### src/rtl/jtdsp16_boot_pkg.sv
// Shared definitions for the jtdsp16 program boot loader: FSM encoding,
// default timing parameters and a helper sizing the shared counter.
package jtdsp16_boot_pkg;

  typedef enum logic [2:0] {
    ST_IDLE  = 3'd0,
    ST_FETCH = 3'd1,
    ST_WLO   = 3'd2,
    ST_WHI   = 3'd3,
    ST_HOLD  = 3'd4
  } boot_state_e;

  localparam int HOLD_CYC_DEF = 16;
  localparam int TOUT_DEF     = 255;

  // Width of the counter shared by the read timeout and the reset hold;
  // never narrower than 8 bits, wide enough for the larger terminal count.
  function automatic int cnt_width(input int hold_cyc, input int tout);
    int top;
    top = (hold_cyc > tout) ? hold_cyc : tout;
    cnt_width = ($clog2(top + 1) > 8) ? $clog2(top + 1) : 8;
  endfunction

endpackage

### src/rtl/jtdsp16_boot.sv
// Boot loader for the jtdsp16 core: copies a program image of 16-bit words
// from external memory into the DSP program RAM as little-endian bytes,
// holding the DSP in reset until a load has completed successfully.
module jtdsp16_boot
  import jtdsp16_boot_pkg::*;
#(
  parameter int HOLD_CYC = HOLD_CYC_DEF,
  parameter int TOUT     = TOUT_DEF
) (
  input  logic        clk,
  input  logic        rst,
  input  logic        start,
  input  logic [21:0] base,
  input  logic [12:0] len,
  output logic [21:0] mem_addr,
  output logic        mem_req,
  input  logic        mem_ok,
  input  logic [15:0] mem_data,
  output logic [12:0] prog_addr,
  output logic [7:0]  prog_data,
  output logic        prog_we,
  output logic        dsp_rst,
  output logic        busy,
  output logic        done,
  output logic        err
);

  localparam int            CW        = cnt_width(HOLD_CYC, TOUT);
  localparam logic [CW-1:0] TOUT_LAST = CW'(TOUT - 1);
  localparam logic [CW-1:0] HOLD_LAST = CW'(HOLD_CYC - 1);
  localparam logic [CW-1:0] CNT_ONE   = CW'(1);

  boot_state_e   state_r;
  logic [21:0]   base_r;
  logic [12:0]   len_r;
  logic [12:0]   index_r;
  logic [7:0]    hi_r;      // upper byte of the fetched word, written in WHI
  logic [CW-1:0] cnt_r;     // read timeout in FETCH, reset hold in HOLD
  logic [12:0]   next_index;
  logic [21:0]   next_addr;
  logic          last_word;

  // Address of the following word and end-of-image detection.
  always_comb begin
    next_index = index_r + 13'd1;
    next_addr  = base_r + {9'd0, next_index};
    last_word  = (index_r == (len_r - 13'd1));
  end

  // Load sequencer; every output is a register updated here.
  always_ff @(posedge clk or posedge rst) begin
    if (rst) begin
      state_r   <= ST_IDLE;
      base_r    <= 22'd0;
      len_r     <= 13'd0;
      index_r   <= 13'd0;
      hi_r      <= 8'd0;
      cnt_r     <= '0;
      mem_addr  <= 22'd0;
      mem_req   <= 1'b0;
      prog_addr <= 13'd0;
      prog_data <= 8'd0;
      prog_we   <= 1'b0;
      dsp_rst   <= 1'b1;
      busy      <= 1'b0;
      done      <= 1'b0;
      err       <= 1'b0;
    end else begin
      prog_we <= 1'b0;
      case (state_r)
        ST_IDLE: begin
          if (start) begin
            base_r  <= base;
            len_r   <= len;
            index_r <= 13'd0;
            cnt_r   <= '0;
            done    <= 1'b0;
            err     <= 1'b0;
            busy    <= 1'b1;
            dsp_rst <= 1'b1;
            if (len == 13'd0) begin
              state_r <= ST_HOLD;
            end else begin
              mem_addr <= base;
              mem_req  <= 1'b1;
              state_r  <= ST_FETCH;
            end
          end else begin
            state_r <= ST_IDLE;
          end
        end
        ST_FETCH: begin
          if (mem_ok) begin
            hi_r      <= mem_data[15:8];
            prog_data <= mem_data[7:0];
            prog_addr <= {index_r[11:0], 1'b0};
            prog_we   <= 1'b1;
            mem_req   <= 1'b0;
            state_r   <= ST_WLO;
          end else if (cnt_r == TOUT_LAST) begin
            // Abort: the DSP stays in reset since no valid image is loaded.
            mem_req <= 1'b0;
            err     <= 1'b1;
            busy    <= 1'b0;
            state_r <= ST_IDLE;
          end else begin
            cnt_r <= cnt_r + CNT_ONE;
          end
        end
        ST_WLO: begin
          prog_data <= hi_r;
          prog_addr <= {index_r[11:0], 1'b1};
          prog_we   <= 1'b1;
          state_r   <= ST_WHI;
        end
        ST_WHI: begin
          cnt_r <= '0;
          if (last_word) begin
            state_r <= ST_HOLD;
          end else begin
            index_r  <= next_index;
            mem_addr <= next_addr;
            mem_req  <= 1'b1;
            state_r  <= ST_FETCH;
          end
        end
        ST_HOLD: begin
          if (cnt_r == HOLD_LAST) begin
            dsp_rst <= 1'b0;
            busy    <= 1'b0;
            done    <= 1'b1;
            state_r <= ST_IDLE;
          end else begin
            cnt_r <= cnt_r + CNT_ONE;
          end
        end
        default: begin
          mem_req <= 1'b0;
          busy    <= 1'b0;
          dsp_rst <= 1'b1;
          state_r <= ST_IDLE;
        end
      endcase
    end
  end

endmodule

### config.mk
export PLATFORM = sky130hd
export DESIGN_NAME = jtdsp16_boot
export DESIGN_NICKNAME = d
export VERILOG_FILES = /design/src/rtl/jtdsp16_boot_pkg.sv /design/src/rtl/jtdsp16_boot.sv
export SDC_FILE = /design/constraint.sdc
export NUM_CORES = 1
export LEC_CHECK = 0
export ABC_AREA = 1
export BUFFER_PORTS_ARGS = -buffer_cell sky130_fd_sc_hd__buf_4
export CORE_UTILIZATION = 40
export DETAILED_ROUTE_END_ITERATION = 10
export PLACE_DENSITY_LB_ADDON = 0.05
export SETUP_SLACK_MARGIN = 0.5
export SLEW_MARGIN = 0
export SYNTH_ARGS = -nofsm -noshare
export SYNTH_HDL_FRONTEND = slang
export SYNTH_SLANG_ARGS = --single-unit
### constraint.sdc
create_clock -name clk -period 4.9 [get_ports clk]
set_input_delay 0.98 -clock clk [delete_from_list [all_inputs] [get_ports clk]]
set_output_delay 0.98 -clock clk [all_outputs]
set_load 0.01 [all_outputs]
### After elaboration in Yosys (flattened, before gate mapping)

Cells that the tools add are included.
W data, S select, Z words.

| storage, ports and cells | value |
|---|---|
| register bits | 116 |
| bits of input ports | 55 |
| output and inout bits | 49 |
| logic and storage cells | 103 |

| operators by class | value |
|---|---|
| add/sub/neg operators | 4 |
| eq/ne operators | 17 |
| muxes and demuxes | 42 |
| bitwise gates (word level) | 3 |
| reduce and logical (&&, ||, !) cells | 22 |

Operators with widths:

| operator | number |
|---|---|
| $mux W22 | 3 |
| $pmux W13 S2 | 2 |
| $pmux W22 S2 | 1 |
| $mux W8 | 5 |
| $mux W13 | 3 |
| $pmux W8 S4 | 1 |
| $add A22 B13 Y22 | 1 |
| $mux W3 | 6 |
| $ne A2 B2 Y1 const B | 9 |
| $pmux W8 S2 | 1 |
| $pmux W3 S5 | 1 |
| $reduce_and A5 Y1 | 3 |
| $add A13 B1 Y13 const B | 1 |
| $eq A13 B13 Y1 | 1 |
| $logic_not A13 Y1 | 1 |
| $mux W1 | 13 |
| $sub A13 B1 Y13 const B | 1 |
| $reduce_and A3 Y1 | 3 |
| $add A8 B1 Y8 const B | 1 |
| $eq A8 B4 Y1 const B | 1 |
| $eq A8 B8 Y1 const B | 1 |
| $pmux W1 S4 | 2 |
| $reduce_and A2 Y1 | 4 |
| $reduce_and A4 Y1 | 2 |
| other kinds (12) | 21 |

### Longest topological paths before layout

| logic depth | value |
|---|---|
| depth in word-level cells | 4 |
| mapped depth | 23 |
| gate-level depth less buffers | 23 |

### Worst setup path after synthesis

No wires, ideal clock.

| timing path | value |
|---|---|
| kind | register -> register |
| start point | reg index_r[2] |
| end point | reg mem_addr[17] |
| setup time | 0.117 ns |
| data arrival time | 2.522 ns |
| required time | 4.783 ns |
| path slack | 2.260 ns |
| cell stages (with the launch flop) | 19 |
| path buffers | 0 |
| period minus slack after synthesis | 2.640 ns |
| path through | dfrtp_1 -> nand3_1 -> or2_2 -> nor2_1 -> nand3_1 -> nor2_1 -> xnor2_1 -> inv_1 -> ha_1 -> nand2_1 -> nor2_1 -> and2_1 -> nand2_1 -> nand2_1 -> nand3_1 -> nand3_1 -> nand2_1 -> nand4_1 -> nand2_1 |

| on the way | value |
|---|---|
| longest elaborated chain between the ends | 4 |
| elaborated cells on any way between the ends | 7 |
| those cells by class | add/sub: 2; eq/ne: 2; mux: 2; reduce/logical: 1 |

Ends and longest elaborated chain:

| element | line | source |
|---|---|---|
| start, declared | jtdsp16_boot.sv:36 | `logic [12:0] index_r;` |
| start signal, assigned | jtdsp16_boot.sv:121 | `index_r <= next_index;` |
| $add A13 B1 Y13 | jtdsp16_boot.sv:45 | `next_index = index_r + 13'd1;` |
| $add A22 B13 Y22 | jtdsp16_boot.sv:46 | `next_addr = base_r + {9'd0, next_index};` |
| $mux W22 | jtdsp16_boot.sv:118 | `if (last_word) begin` |
| $pmux W22 S2 | jtdsp16_boot.sv:70 | `case (state_r)` |
| end signal, assigned | jtdsp16_boot.sv:84 | `mem_addr <= base;` |
| end signal, assigned | jtdsp16_boot.sv:122 | `mem_addr <= next_addr;` |
| end, declared | jtdsp16_boot.sv:15 | `output logic [21:0] mem_addr,` |

Several ways; a longest one is shown, not always the timed one. The select of a mux whose other input is x is not followed.
A chain may end at the register's enable or synchronous reset.

### Worst setup path after layout

| timing path | value |
|---|---|
| start point | reg index_r[1] |
| end point | reg mem_addr[14] |

Same word-level chain as after synthesis.

==> results.tsv <==
stage	metric	value	unit
global_route	first-pass GRT wire length	30.4	mm
clock_network	root buffer cell	sky130_fd_sc_hd__clkbuf_16	
sta	Max Fclk	328	MHz
placed_design	Post-DP Area	7900	um^2
detailed_routing	first-pass iteration count of the detailed router	5	
pwr	peak ir drop on the vdd network	0.299	mV
yosys	post-synthesis adder-cell area fraction	3.54	%
yosys	cell taking the most area after synthesis	sky130_fd_sc_hd__dfrtp_1	
placed_design	post-place setup slack	1.82	ns
setup_path	critical-path cell with the highest stage delay	sky130_fd_sc_hd__dfrtp_1	
final_layout	antenna diode count	0	
sta	final setup violation count	0	
yosys	proportion of synthesized chip area in sequential cells	41.9	%
outcome	status	finished, final reports clean	
sta	slew at the pin with the worst max-slew slack	1.13	ns
detailed_routing	DRC	0	
yosys	net count of the mapped netlist	1069	
yosys	ys flop type	sky130_fd_sc_hd__dfrtp_1	
setup_path	startpoint-to-endpoint class of the critical path	flip-flop to flip-flop	
yosys	multiplexer share of the synthesized area	0	%
yosys	top cell types by occurrence after synthesis	sky130_fd_sc_hd__nand2_1 (391), sky130_fd_sc_hd__dfrtp_1 (115), sky130_fd_sc_hd__inv_1 (115)	
detailed_routing	vias per std cell	4.84	
setup_path	type of destination of the critical path	flip-flop	
final_layout	number of nets in the layout	1169	
clock_network	Clock Pin Slew Worst Setup and Hold Paths	0.06	ns
yosys	post-synthesis async set-or-reset flop share	100	%
setup_path	worst-path maximum fanout	6	
global_route	leftover overflow at the end of global routing	0	
final_layout	layout overhead on the synthesized area	22.2	%
yosys	cell area after synthesis	6940	um^2
flow_run	total of max-cap violations	0	
final_layout	post-layout instance area	8480	um^2
floorplanning	starting density of the core	41.4	%
setup_path	buffers and inverters on the worst path	3	
hold_path	type of the most critical hold path	flip-flop to flip-flop	
floorplanning	row count	47	
yosys	Synth warnings	0	
sta	fraction of the cycle the final worst path needs	62.2	%
clock_network	Max H-tree Level	4	
yosys	largest cells by area after synthesis	sky130_fd_sc_hd__dfrtp_1 (41%), sky130_fd_sc_hd__nand2_1 (21%), sky130_fd_sc_hd__inv_1 (6.2%)	
floorplanning	die boundary width	134	um
floorplanning	die outline area	17900	um^2
clock_network	clock insertion delay at the later pin of the skew report	0.42	ns
global_route	initial antenna violation count	0	
global_route	number of global-route vias before repair	6107	
sta	Max-slew headroom	24.8	%
detailed_routing	Total Routed Length	18.2	mm
sta	setup repair after global routing missed its margin	no	
yosys	post-synth top area share	41.5	%
global_route	pin count of the biggest net entering global routing	59	
floorplanning	top-level port count	104	
setup_path	CP Cell Sequence	ha_1 -> nand2_1 -> inv_1 -> nand2_1 -> nor2_1 -> nand2_1 -> nor2_1 -> nand4_1 -> xor2_1 -> inv_1 -> ha_1 -> nand2_1 -> inv_1 -> nand2_1 -> nand2_1 -> a21oi_1 -> nand2_1 -> nand2_1 -> nand2_1 -> o21ai_0 -> nand4_1 -> nand2_1	
setup_path	critical path's largest stage delay	0.43	ns
clock_network	TritonCTS Sinks	116	
clock_network	cts bufs inserted	17	
yosys	xor-xnor portion of the synthesized cell area	2.40	%
yosys	simple logic cell fraction of the synthesized area	36.5	%
clock_network	number of hold buffers added after CTS	0	
sta	final max-slew violation count	0	
yosys	library cell with the highest instance count after synthesis	sky130_fd_sc_hd__nand2_1	
final_layout	number of standard cells in the layout, taps in and fillers out	1328	
sta	number of endpoints with negative hold slack in the final report	0	
sta	final sum of negative setup slack	0	ns
setup_path	crit-path leading delay family	simple AND/OR/NAND/NOR gates	
final_layout	ratio of cells with drive above 1 in the final layout	15.8	%
yosys	cell count after synthesis	995	
yosys	EDFF count, synth	0	
yosys	dominant combinational cell family by area after synthesis	simple AND/OR/NAND/NOR gates	
global_route	Total GRT Usage	21.7	%
setup_path	CP arrival	3.41	ns
setup_path	Critical Path Source Type	flip-flop	
placed_design	Post-Place Cells	1296	
setup_path	required time reported for the critical path endpoint	5.26	ns
detailed_routing	antenna-violating nets left	0	
pwr	Pleak	4.56	nW
detailed_routing	Routed WL per cell	13.7	um
clock_network	CTS tree	built	
setup_path	crit-path most repeated cell	sky130_fd_sc_hd__nand2_1	
yosys	share of the synthesized area in compound gates (AO/OA/AOI/OAI)	7.14	%
placed_design	GP Congestion	0.877	
clock_network	buffer count from post-CTS setup fixing	0	
clock_network	maximum root-to-sink buffer count	2	
pwr	pwr dens	579	nW/um^2
sta	setup ws final	1.85	ns
yosys	distinct cell type count after synthesis	39	
clock_network	post-cts gate resize count	0	
yosys	count of state elements after synthesis	116	
sta	final critical-path required period	3.05	ns
placed_design	post-detailed-placement half-perimeter wirelength	13.2	mm
sta	setup clock skew after layout	0.0115	ns
detailed_routing	number of vias after detailed routing	6423	
floorplanning	placeable core region	16800	um^2
floorplanning	Chip Height	134	um
yosys	mean instance size in the synthesized netlist	6.97	um^2
placed_design	port buffer count	103	
detailed_routing	1st-iter DRT viols	429	
## cells in the final DEF, fill, tap and decap left out, types with 4 or more instances in the layout
cell type,count
sky130_fd_sc_hd__o21ai_1,9
sky130_fd_sc_hd__o21ai_0,53
sky130_fd_sc_hd__a21oi_1,16
sky130_fd_sc_hd__or2_2,11
sky130_fd_sc_hd__dfrtp_1,115
sky130_fd_sc_hd__inv_2,4
sky130_fd_sc_hd__buf_4,110
sky130_fd_sc_hd__nand4_1,26
sky130_fd_sc_hd__clkinvlp_4,5
sky130_fd_sc_hd__clkbuf_16,17
sky130_fd_sc_hd__xnor2_1,4
sky130_fd_sc_hd__a31oi_1,7
sky130_fd_sc_hd__nor3_1,12
sky130_fd_sc_hd__nor2_2,8
sky130_fd_sc_hd__nor2_1,72
sky130_fd_sc_hd__inv_1,114
sky130_fd_sc_hd__xor2_1,15
sky130_fd_sc_hd__nand3_1,64
sky130_fd_sc_hd__nand2_1,391
sky130_fd_sc_hd__ha_1,18
## state kept, by name, summed over array words and instances (netlist names)
register,cells
done,1
index_r,13
prog_addr,13
len_r,13
err,1
base_r,22
state_r,3
hi_r,8
mem_addr,22
prog_we,1
mem_req,1
cnt_r,8
busy,1
dsp_rst,1
prog_data,8
## routing by layer
metal / routed length [um] / global-route usage [%]
met2: 8260 / 33.6
met1: 9060 / 30.4
met5: 0 / 0
met3: 675 / 4.38
met4: 238 / 6.76
## tightest hold or removal path: stages, from the launching register on
cell and delay (ns):
sky130_fd_sc_hd__dfrtp_1 0.34, sky130_fd_sc_hd__nand2_1 0.05, sky130_fd_sc_hd__nand2_1 0.05
## cells by family (layout without fill, tap and decap cells)
family | after synthesis | after routing
xor+xnor | 19 | 19
compound gates | 93 | 93
buf+inv | 149 | 262
flops | 116 | 116
fa+ha+maj | 19 | 19
simple gates | 599 | 599
## through the flow
stage	total power [mW]	hold slack, ns	utilization [%]
detailed placement	3.71	0.463	47.1
floorplan	3.05	0.448	-
global placement	3.70	0.461	47.1
CTS	4.97	0.477	50.6
global route	5.33	0.499	50.6
finish	4.91	0.475	50.6
## report_power, final
group	total [mW]	switching, mW	internal, mW
Sequential	1.56	0.255	1.31
Combinational	2.13	1.33	0.793
Clock	1.22	0.490	0.729
## worst paths after layout
check,startpoint,endpoint,slack (ns),cells past startpoint
min in group asynchronous,rst,err,0.68,2
worst min register to register,mem_addr[15],mem_addr[15],0.47,2
worst max register to register,index_r[1],mem_addr[14],1.85,22
worst max-delay path,index_r[1],mem_addr[14],1.85,22
max in group asynchronous,rst,dsp_rst,3.33,3
worst min-delay path,mem_addr[15],mem_addr[15],0.47,2
## final cells by class
| cell class | instances | area, um^2 |
|---|---|---|
| Fill cell | 1741 | 8280 |
| Multi-Input combinational cell | 730 | 3440 |
| Sequential cell | 116 | 2900 |
| Timing Repair Buffer | 110 | 826 |
| Clock buffer | 19 | 453 |
| Inverter | 120 | 453 |
| Tap cell | 220 | 275 |
| Clock inverter | 13 | 125 |
No activity file was read; power rests on OpenSTA's default activity.
